$ cat src/rtl/slow_vram_sched.sv
// slow_vram_sched: four-slot (fix, sprite even, sprite odd, CPU) scheduler for the slow VRAM; `SVRAM_HBLANK_CPU_EN lets the CPU steal sprite slots in HBLANK
module slow_vram_sched (
    input  logic        CLK_24M,
    input  logic        RESETP,
    input  logic        SYNC,
    input  logic        HBLANK,
    input  logic [14:0] FIXMAP_ADDR,
    input  logic [14:0] SPRMAP_ADDR,
    input  logic [14:0] CPU_ADDR,
    input  logic [15:0] CPU_WDATA,
    input  logic        CPU_WR,
    input  logic        CPU_REQ,
    output logic        CPU_ACK,
    output logic [15:0] CPU_RDATA,
    output logic [15:0] FIX_DATA,
    output logic        FIX_STB,
    output logic [15:0] SPR_DATA_EVEN,
    output logic [15:0] SPR_DATA_ODD,
    output logic        SPR_STB,
    output logic [14:0] SVRAM_ADDR,
    input  logic [15:0] SVRAM_DATA_IN,
    output logic [15:0] SVRAM_DATA_OUT,
    output logic        BOE,
    output logic        BWE,
    output logic [1:0]  SLOT
);
    logic [4:0]  phase, nphase;
    logic [2:0]  off, noff;
    logic [1:0]  nslot;
    logic        pend, act, n_act, n_cpu, req_q, wr_q, stole;
    logic        rise, take, steal_ok, cap;
    logic [14:0] addr_q;
    logic [15:0] wdata_q;
    logic        unused_sprmap_lsb;

    assign unused_sprmap_lsb = SPRMAP_ADDR[0];
    assign nphase = SYNC ? 5'd0 : phase + 5'd1;
    assign nslot  = nphase[4:3];
    assign noff   = nphase[2:0];
    assign off    = phase[2:0];
    assign SLOT   = phase[4:3];
    assign rise   = CPU_REQ && !req_q;
    assign take   = rise && (!pend || CPU_ACK);
`ifdef SVRAM_HBLANK_CPU_EN
    assign steal_ok = HBLANK && (nslot == 2'd1 || nslot == 2'd2);
`else
    logic unused_hblank;
    assign unused_hblank = HBLANK;
    assign steal_ok = 1'b0;
`endif
    // A CPU slot is decided at the edge that starts it; SYNC lands on slot 0 which never serves the CPU, aborting any transaction
    assign n_act = (noff == 3'd0) ? pend && (nslot == 2'd3 || steal_ok) : act;
    assign n_cpu = n_act || nslot == 2'd3;
    assign cap   = off == 3'd5 && !SYNC;

    // Phase counter, request capture and the pending/active transaction flags
    always_ff @(posedge CLK_24M) begin
        if (RESETP) begin
            phase   <= 5'd0;
            pend    <= 1'b0;
            act     <= 1'b0;
            req_q   <= 1'b0;
            wr_q    <= 1'b0;
            stole   <= 1'b0;
            addr_q  <= 15'd0;
            wdata_q <= 16'd0;
        end else begin
            phase <= nphase;
            req_q <= CPU_REQ;
            act   <= n_act;
            pend  <= take || (pend && !CPU_ACK);
            stole <= (nphase == 5'd0) ? 1'b0 : stole || (n_act && nslot != 2'd3);
            if (take) begin
                addr_q  <= CPU_ADDR;
                wdata_q <= CPU_WDATA;
                wr_q    <= CPU_WR;
            end
        end
    end

    // Registered SRAM pins, computed for the phase about to begin so they hold for the whole slot
    always_ff @(posedge CLK_24M) begin
        if (RESETP) begin
            SVRAM_ADDR     <= 15'd0;
            SVRAM_DATA_OUT <= 16'd0;
            BOE            <= 1'b1;
            BWE            <= 1'b1;
        end else begin
            SVRAM_ADDR <= n_cpu ? (n_act ? addr_q : 15'd0)
                        : (nslot == 2'd0) ? FIXMAP_ADDR : {SPRMAP_ADDR[14:1], nslot[1]};
            if (n_act && wr_q)
                SVRAM_DATA_OUT <= wdata_q;
            BOE <= SYNC || (n_cpu && !(n_act && !wr_q));
            BWE <= SYNC || !(n_act && wr_q && noff >= 3'd2 && noff <= 3'd5);
        end
    end

    // Read data capture at the end of offset 5, with strobes and ACK shown during offset 6
    always_ff @(posedge CLK_24M) begin
        if (RESETP) begin
            CPU_ACK       <= 1'b0;
            CPU_RDATA     <= 16'd0;
            FIX_DATA      <= 16'd0;
            FIX_STB       <= 1'b0;
            SPR_DATA_EVEN <= 16'd0;
            SPR_DATA_ODD  <= 16'd0;
            SPR_STB       <= 1'b0;
        end else begin
            CPU_ACK <= cap && act;
            FIX_STB <= cap && !act && SLOT == 2'd0;
            SPR_STB <= cap && !act && !stole && SLOT == 2'd2;
            if (cap && act && !wr_q)
                CPU_RDATA <= SVRAM_DATA_IN;
            if (cap && !act && SLOT == 2'd0)
                FIX_DATA <= SVRAM_DATA_IN;
            if (cap && !act && SLOT == 2'd1)
                SPR_DATA_EVEN <= SVRAM_DATA_IN;
            if (cap && !act && SLOT == 2'd2)
                SPR_DATA_ODD <= SVRAM_DATA_IN;
        end
    end
endmodule
$ cat config.mk
export PLATFORM = sky130hd
export DESIGN_NAME = slow_vram_sched
export DESIGN_NICKNAME = d
export VERILOG_FILES = /design/src/rtl/slow_vram_sched.sv
export SDC_FILE = /design/constraint.sdc
export NUM_CORES = 1
export LEC_CHECK = 0
export CORE_AREA = 4 4 149 151
export CTS_CLUSTER_DIAMETER = 60
export DETAILED_ROUTE_END_ITERATION = 8
export DIE_AREA = 0 0 153 155
export HOLD_SLACK_MARGIN = 0.02
export PLACE_DENSITY_LB_ADDON = 0.3
export REMOVE_ABC_BUFFERS = 1
export SLEW_MARGIN = 20
export SYNTH_ARGS = -nofsm -noshare
export SYNTH_HDL_FRONTEND = slang
export SYNTH_SLANG_ARGS = --single-unit
$ cat constraint.sdc
create_clock -name CLK_24M -period 3.4 [get_ports CLK_24M]
set_clock_uncertainty 0.2 [all_clocks]
set_input_delay 1.02 -clock CLK_24M [delete_from_list [all_inputs] [get_ports CLK_24M]]
set_output_delay 1.02 -clock CLK_24M [all_outputs]
set_load 0.01 [all_outputs]
# Word level (Yosys, flattened, before mapping)
# Cells that the tools add are included.
# classes
order_cmp	2
muxes	5
div_mod_pow	0
multipliers	0
eq_ne	5
n_reduce_logical	39
n_bitwise	0
shifts	0
add_sub_neg	1
# op_table
op	n
$mux 15	3
$logic_and 1x1->1	19
$logic_not 1->1	9
$logic_or 1x1->1	6
$add 5x1->5 const B	1
$logic_not 5->1	1
$mux 5	1
$eq 2x2->1 const B	2
$logic_not 2->1	2
$eq 3x3->1 const B	1
$ge 3x2->1 const B	1
$le 3x3->1 const B	1
$logic_not 3->1	1
$eq 2x1->1 const B	1
$ne 2x2->1 const B	1
$reduce_or 2->1	1
$mux 1	1
# totals
register_bits	141
inputBits	83
latchBits	0
out_inout_bits	102
mem_bits_ro	0
memories	0
ramBits	0
word_cells	71

# Logic depth before layout (Yosys ltp)
# Gate-level depths: netlist of the first run.
# depth
word_depth	10
ltp_mapped	9
depth_no_buf	7

# Worst setup path after synthesis of the first run
# OpenSTA, ideal clock, no wires.
# synth_timing
kind	input -> register
from	input port SYNC
to	register SVRAM_ADDR[10]
path_stages	7
n_path_buf	2
setup_ns	0.070
path_slack_ns	0.783
arrival_ns	2.347
t_required_ns	3.130
cell_sequence	buf_2 -> nor2b_1 -> mux2i_2 -> or2_2 -> o22ai_4 -> buf_2 -> o2bb2ai_1
# synth_between
elab_chain_len	6
word_cells_on_any_way	10
cone_classes	eq/ne: 1; mux: 5; reduce/logical: 4
# synth_lines
item	line	source
start, declared	5	input logic SYNC,
$mux 5 (*)	37	assign nphase = SYNC ? 5'd0 : phase + 5'd1;
$eq 2x2->1	52, 53	
$logic_and 1x1->1	52	assign n_act = (noff == 3'd0) ? pend && (nslot == 2'd3 || steal_ok) : act;
$mux 1	52	
$mux 15 / $logic_or 1x1->1 (equally long branches)	89, 53	
$mux 15 (*)	89	SVRAM_ADDR <= n_cpu ? (n_act ? addr_q : 15'd0)
end signal, assigned	89	
end, declared	20	output logic [14:0] SVRAM_ADDR,
# Every way passes the cells marked *; elsewhere a longest branch is shown, timed or not.
# A chain may end at the register's enable or synchronous reset.

# Worst setup path after layout of the first run
# layout_timing
from	input port SYNC
to	register SVRAM_ADDR[0]
# The elaborated chain is that of the path after synthesis.

==> results, run 1 <==
- The run finished with clean final reports.
- CTS built an H-tree with a depth of 4.
- The count of routing violations after the opening detailed-route iteration is 77.
- The wire-length estimate of the detail-placed layout is 10.4 mm.
- The predominant post-synthesis flop cell is sky130_fd_sc_hd__dfxtp_1.
- The initial utilization of the core area, before any placement, comes to 24.6%.
- The horizontal die dimension is 153 um.
- The die covers 0.0237 sq mm.
- The proportion of synthesized chip area in sequential cells is 55.1%.
- CTS placed an instance of sky130_fd_sc_hd__clkbuf_16 at the clock tree root.
- Sequential cells burn 45.7% of the power.
- After layout, the worst path uses 83.6% of the clock period.
- The clock network accounts for 47.7% of the total power.
- The layout has 2,208 filler cells.
- Measured against its own limit, the worst slew margin works out to 57.6%.
- The pre-antenna-repair detailed-routing pass consisted of 4 iterations.
- The largest net degree at the start of global routing is 85.
- The type of the most critical hold path is reg2reg.
- Setup total negative slack on the finished layout was measured at 0 ps.
- Post-CTS repair changed the size of 0 cells.
- The global-route wire length before repair is 23.4 mm.
- The kind of end point of the critical path is a flop.
- The setup violation total in the final timing report is 0.
- The met1 wire length is 6.95 mm.
- For the pin with the worst max-slew slack, the measured transition is 619 ps.
- Routed signal wires occupy layers up through met5.
- The share of total power dissipated in combinational logic is 6.5%.
- The count of input and output buffers is 182.
- Dividing the detail-routed via count by the number of cells gives 4.22.
- The average footprint of a synthesized cell is 8.85 sq um.
- The count of distinct cell types in the synthesized netlist is 33.
- The critical path in this run is classified as in2reg.
- 0 antenna diodes ended up in the layout.
- Setup repair after global routing left no endpoint under its margin.
- The most frequent cell after synthesis is sky130_fd_sc_hd__nand2_1.
- In this run the static leakage power is 2.84 nW.
- The congestion estimate from routability-driven global placement came to 0.719.
- The number of slew-limit violations in the final report came to 0.
- The summed instance area of the synthesized netlist is 0.00512 sq mm.
- The register bit count reported by yosys is 141.
- Clock latency on the worst-skew pair, taken at its later pin, is 410 ps.
- The post-CTS setup repair buffer count is 0.
- The count of mapped cells out of synthesis is 579.
- The minimum period implied by the final worst setup slack is 2840 ps.
- The most area-hungry cell type in the Yosys netlist is sky130_fd_sc_hd__dfxtp_1.
- The switching portion of total power is 21.4%.
- The overall via count from detail_route is 4,410.
- The max-cap violation count is 0.
- The combined global-route utilization of all metal layers is 12.5%.
- The chip height is 155 um.
- The worst setup path is launched from an input pin.
- The final net count is 843.
- Yosys mapped a number of flops with a built-in enable equal to 0.
- Timing would allow up to 0.352 GHz.
- Summed over all nets, wire length on met3 after detailed routing comes to 1.28 mm.
- The worst vdd rail ir drop is 300 uV.
- After floorplanning, the core was sized to cover 0.0208 sq mm.
- The required arrival time at the worst endpoint is 3500 ps.
- The DRC violations left is 0.
- The count of boundary I/O pins is 185.
- The area of all sequential standard cells is 0.00282 sq mm.
- In this run the power density over the cells is 473 mW/mm^2.
- The final routed wire length divided by cell count is 14.3 um.
- Sorting the synthesized cells by area gives the leading types as sky130_fd_sc_hd__dfxtp_1 55%, sky130_fd_sc_hd__nand2_1 12%, sky130_fd_sc_hd__mux2i_1 9.2%.
- The CTS tree is built.
- The number of buffers between clock root and the deepest sink is 2.
- The total number of clock tree sinks is 141.
- The share of async-settable or async-resettable flops after synthesis is 0%.
- In this run the power spent charging and discharging nets is 795 uW.
- The share of synthesized area in the top cell type comes to 55.1%.
- The initial antenna violation count is 1.
- The final cell utilization of the core is 37.8%.
- The post-CTS clock slew at the launch and capture registers of the worst setup and hold paths is 50 ps.
- The final count of hold timing violations came to 0.
- STA puts the critical path data arrival time at 2940 ps.
- The routed wire length is 15.0 mm.
- The Yosys step of the flow raised 0 warnings.
- The number of buffers added to fix hold violations after cts is 0.
- The floorplan has 53 rows.
- The overall overflow remaining after global route is 0.
- In the detailed route, the total length drawn on met2 is 6.53 mm.
- The layout overhead on the synthesized area is 53.5%.
- The internal portion of the total power is 2.93 mW.
- Of the cells placed in the final design, the portion with a size suffix greater than 1 is 6.89%.
- The count of nets left with antenna violations once routing finished came out at 0.
- The biggest fanout along the worst timing path is 8.
- By count the netlist is led by 170 x sky130_fd_sc_hd__nand2_1, 141 x sky130_fd_sc_hd__dfxtp_1, 83 x sky130_fd_sc_hd__a21oi_1, 47 x sky130_fd_sc_hd__mux2i_1, 44 x sky130_fd_sc_hd__nor2_1.
- The via count of the first global-routing pass is 4,244.
- The multi-input combinational cell area is 0.00212 sq mm.
- Clock tree synthesis inserted a total of 17 buffers.
## power by group through the flow
stage | sequential [mW] | clock [mW] | combinational [mW]
after CTS | 1.70 | 1.83 | 0.249
final | 1.70 | 1.78 | 0.243
after global placement | 1.74 | 0 | 0.249
after detailed placement | 1.74 | 0 | 0.248
after global routing | 1.71 | 1.91 | 0.270
after floorplan | 1.74 | 0 | 0.0615
## flip-flops by register name, indices dropped and copies added (netlist names), 5 cells and up
register        count
wdata_q            16
SVRAM_ADDR         15
SPR_DATA_ODD       16
addr_q             15
phase               5
CPU_RDATA          16
SPR_DATA_EVEN      16
SVRAM_DATA_OUT     16
FIX_DATA           16
## critical path, stage by stage
cell and delay, ps:
sky130_fd_sc_hd__clkdlybuf4s50_1 590, sky130_fd_sc_hd__nor2b_1 80, sky130_fd_sc_hd__mux2i_1 510, sky130_fd_sc_hd__or2_2 280, sky130_fd_sc_hd__o22ai_4 80, sky130_fd_sc_hd__buf_4 190
sky130_fd_sc_hd__a32o_1 190
## final timing paths
check	startpoint	to	slack [ps]	depth (start not counted)
hold / removal	FIX_DATA[6]	FIX_DATA[6]	250	2
setup / recovery	SYNC	SVRAM_ADDR[0]	560	7
hold reg to reg	FIX_DATA[6]	FIX_DATA[6]	250	2
setup reg to reg	phase[0]	SVRAM_ADDR[0]	1060	7
## routing by layer
| layer | GRT usage (%) | vias to the layer above |
|---|---|---|
| li1 | - | 2265 |
| met2 | 19.4 | 144 |
| met4 | 3.95 | 2 |
| met5 | 0 | - |
| met1 | 16.0 | 1982 |
| met3 | 5.01 | 17 |
## layout make-up
| cell class | count | share of cell area (%) |
|---|---|---|
| clock buffers | 22 | 5.90 |
| inverters | 1 | 0.0477 |
| well taps | 275 | 4.38 |
| multi-input cells | 397 | 26.9 |
| repair buffers | 200 | 25.7 |
| clock inverters | 8 | 1.18 |
| flip-flops and latches | 141 | 35.9 |
## stage by stage
step	total power, mW	instances	cell area, sq um	hold WS, ps	worst slack [ps]
global placement	1.99	1014	7310	238	194
global route	3.88	1044	7860	270	457
detailed placement	1.99	1014	7310	244	168
finish	3.72	1044	7860	251	558
floorplan	1.80	539	4930	221	265
CTS	3.79	1044	7860	254	600
## cells by family after synthesis
logic type                 count (synthesis)  share of synthesized area [%]
AOI/OAI and AO/OA                        105                           12.0
xor gates and xnor gates                   3                          0.513
adders and majority gates                  2                          0.488
buffers and inverters                     41                           3.88
DFF                                      141                           55.1
muxes                                     48                           9.45
and+or+nand+nor                          239                           18.6
## cell usage in the layout (no fill, tap or decap), types with 14 or more instances in the layout
cell                              count
sky130_fd_sc_hd__a21oi_1             83
sky130_fd_sc_hd__nand2_1            170
sky130_fd_sc_hd__clkdlybuf4s50_1    181
sky130_fd_sc_hd__clkbuf_16           17
sky130_fd_sc_hd__o2bb2ai_1           14
sky130_fd_sc_hd__dfxtp_1            141
sky130_fd_sc_hd__nor2_1              44
sky130_fd_sc_hd__buf_4               14
sky130_fd_sc_hd__mux2i_1             47
No activity file was read; power rests on OpenSTA's default activity.
==> run 2, diff against run 1 <==
==> constraint.sdc (replaced) <==
create_clock -name CLK_24M -period 2.6 [get_ports CLK_24M]
set_clock_uncertainty 0.2 [all_clocks]
set_input_delay 0.78 -clock CLK_24M [delete_from_list [all_inputs] [get_ports CLK_24M]]
set_output_delay 0.78 -clock CLK_24M [all_outputs]
set_load 0.01 [all_outputs]
==> run 2 against run 1 <==
Against the previous run: register-to-register slack got worse by 710 ps; utilization rose by 0.74 points; via count rose by 0.73%; non-clock buffer count rose by 12; die area did not move; sequential power up 31%; hold slack barely moved; combinational power rose by 32%; design area grew 2.0%; critical path depth increased by 1; critical endpoint is now SVRAM_ADDR[10].
==> results, run 2 (synthesis results as in run 1) <==
- Setup violations remaining at the end of the flow were counted as 0.
- The count of input and output buffers is 182.
- The number of buffers between clock root and the deepest sink is 2.
- In this run the number of cells on the critical path is 8.
- The max-cap violation count is 0.
- The layout overhead on the synthesized area is 56.5%.
- The number of buffers added to fix hold violations after cts is 0.
- STA classifies the critical path endpoint as a flop.
- The initial antenna violation count is 0.
- In this run, CTS created clock tree buffers numbering 17.
- The maximum level of the CTS H-tree is 4.
- The share of final-layout standard cells stronger than drive strength 1 is 8.94%.
- OpenSTA, run right after detailed placement, puts the worst setup slack at -291 ps.
- The post-detailed-route count of antenna-violating nets is 0.
- The flow ran to the end, and the final reports show no timing, DRC or antenna violations.
- The weighted congestion at the end of routability-driven global placement is 0.757.
- Leaving out fill and tap cells, the most frequent cell in the layout is sky130_fd_sc_hd__clkdlybuf4s50_1.
- The setup check on the worst reg-to-reg path leaves a slack of 350 ps.
- The cell row count is 53.
- The required arrival time at the worst endpoint is 2700 ps.
- In this run the static leakage power is 2.90 nW.
- The global routing met3 resource utilization is 5.29%.
- 0 antenna diodes ended up in the layout.
- After detailed routing, the number of remaining DRC violations is 0.
- The number of slew-limit violations in the final report was 0.
- The clock net in this run drives a total of 141 sinks.
- The delay of the slowest critical-path stage is 600 ps.
- Before antenna repair, the detailed router went through 4 iterations.
- The tree is rooted in a sky130_fd_sc_hd__clkbuf_16.
- After global routing, the most crowded layer is met2.
- The met2 global-route usage is 18.9%.
- The placed wire-length estimate is 10.5 mm.
- Data on the critical path arrives at its endpoint at 2580 ps.
- From bottom edge to top edge, the die measures 155 um.
- The overall overflow remaining after global route is 0.
- The signal on the critical path passes through clkdlybuf4s50_1 -> nor2b_1 -> mux2i_1 -> buf_4 -> nand2_1 -> buf_4 -> mux2i_1 -> o2bb2ai_1.
- In this run the worst hold path is classified as reg2reg.
- Leaving out fill and tap cells, the most frequent cells in the layout are 181 x sky130_fd_sc_hd__clkdlybuf4s50_1, 170 x sky130_fd_sc_hd__nand2_1, 141 x sky130_fd_sc_hd__dfxtp_1.
- The biggest fanout along the worst timing path is 8.
- The slowest stage of the critical path belongs to the cell sky130_fd_sc_hd__clkdlybuf4s50_1.
- Entering global routing, the biggest net connects 71 pins.
- During I/O placement, the number of pins put on the boundary was 185.
- The power per cell area is 616 mW/mm^2.
- The combined global-route utilization of all metal layers is 12.5%.
- In the final routed layout, each cell accounts on average for 14.1 um.
- On the final layout, the worst hold slack is 251 ps.
- VDD sags by at most 417 uV.
- Together, buffers and inverters on the worst path number 3.
- Broken down by cell family, the worst path's largest delay share belongs to buffers and inverters.
- The launching element type of the critical path is an input pin.
- The placement-stage cell area is 0.00743 sq mm.
- The number of stages on the worst hold path is 2.
- The initial utilization of the core area, before any placement, comes to 24.6%.
- Global routing used 16.3% of the available met1 tracks.
- The final period utilization is 95.4%.
- The routed wire length is 15.0 mm.
- The count of routing violations after the opening detailed-route iteration is 135.
- The CTS tree is built.
- The detailed-route vias per instance is 4.20.
- The die area is 0.0237 sq mm.
- After routing, the total negative slack on setup checks comes to 0 ps.
- The type of the setup path with the least slack is in2reg.
- Summing all non-filler instances in the final layout gives an area of 0.00802 sq mm.
- For this run, the post-layout net count is 855.
- The worst setup slack after layout is 119 ps.
- Setup repair after global routing left no endpoint under its margin.
- From left edge to right edge, the die measures 153 um.
- The final count of hold timing violations is 0.
- The core region area is 0.0208 sq mm.
- The via count of the first global-routing pass was 4,209.
- After clock tree synthesis, the clock-pin slew on the worst setup and hold paths is 60 ps.
- After clock tree synthesis, the setup repair step added 0 buffers.
- Counting cells, the worst reg-to-reg path comes to 7.
- Measured against its own limit, the worst slew margin works out to 65.8%.
- The global-route wire length before repair is 23.5 mm.
- The slew at the pin with the worst max-slew slack is 508 ps.
- Based on the critical path, the design can be clocked at up to 0.403 GHz.
- The post-cts repair resize count is 0.
- For the worst-skew pair, the clock arrives at the later sink with an insertion delay of 410 ps.
- Detailed routing inserted a total of 4,442 vias.
- The minimum period implied by the final worst setup slack is 2480 ps.
[run 2: changes by cell type in the layout (fill, tap and decap cells not counted)]
cell	delta
sky130_fd_sc_hd__buf_4	+9
sky130_fd_sc_hd__clkinvlp_4	+4
sky130_fd_sc_hd__buf_12	+3
sky130_fd_sc_hd__clkbuf_1	-3
sky130_fd_sc_hd__inv_6	+2
sky130_fd_sc_hd__clkbuf_8	-1
sky130_fd_sc_hd__clkinv_2	-1
sky130_fd_sc_hd__clkinv_4	+1
[run 2: worst paths after layout]
check                                          end    startpoint
worst min register to register        FIX_DATA[12]  FIX_DATA[12]
worst max-delay path                SVRAM_ADDR[10]          SYNC
worst max register to register  SVRAM_DATA_OUT[10]      phase[0]
worst min-delay path                  FIX_DATA[12]  FIX_DATA[12]
[run 2: layer usage]
metal | share of wire, % | wire [um] | vias up
met4 | 0.86 | 129 | 0
li1 | - | - | 2294
met1 | 48 | 7180 | 1995
met3 | 8.9 | 1330 | 9
met5 | 0 | 0 | -
met2 | 42 | 6320 | 144
[run 2: area by class of cell]
type                            count  area, sq um
Clock buffer                       18          439
Clock inverter                     14          144
Fill cell                        2179        12800
Inverter                            1         3.75
Multi-Input combinational cell    397         2120
Sequential cell                   141         2820
Tap cell                          275          344
Timing Repair Buffer              212         2140
[run 2: where the power goes]
part           internal, mW  leakage, nW  switching, mW  total, mW
Combinational         0.181         1.48          0.140      0.321
Sequential             2.21         1.14         0.0201       2.23
Clock                  1.44        0.275          0.954       2.39
[run 2: metrics by stage]
step | utilization, % | cells | power [mW]
3_5_place_dp | 35.7 | 1026 | 2.60
6_report | 38.5 | 1058 | 4.94
2_1_floorplan | - | 539 | 2.36
5_1_grt | 38.5 | 1058 | 5.16
4_1_cts | 38.5 | 1058 | 5.04
3_3_place_gp | 35.7 | 1026 | 2.60
[run 2: worst reg2reg max path, cell delays in order, from the launching register on]
cell and delay (ps):
sky130_fd_sc_hd__dfxtp_1 350, sky130_fd_sc_hd__ha_1 270, sky130_fd_sc_hd__xor2_1 190, sky130_fd_sc_hd__or3_1 430
sky130_fd_sc_hd__o31ai_4 220, sky130_fd_sc_hd__buf_12 210, sky130_fd_sc_hd__mux2i_1 220, sky130_fd_sc_hd__nor2_1 50
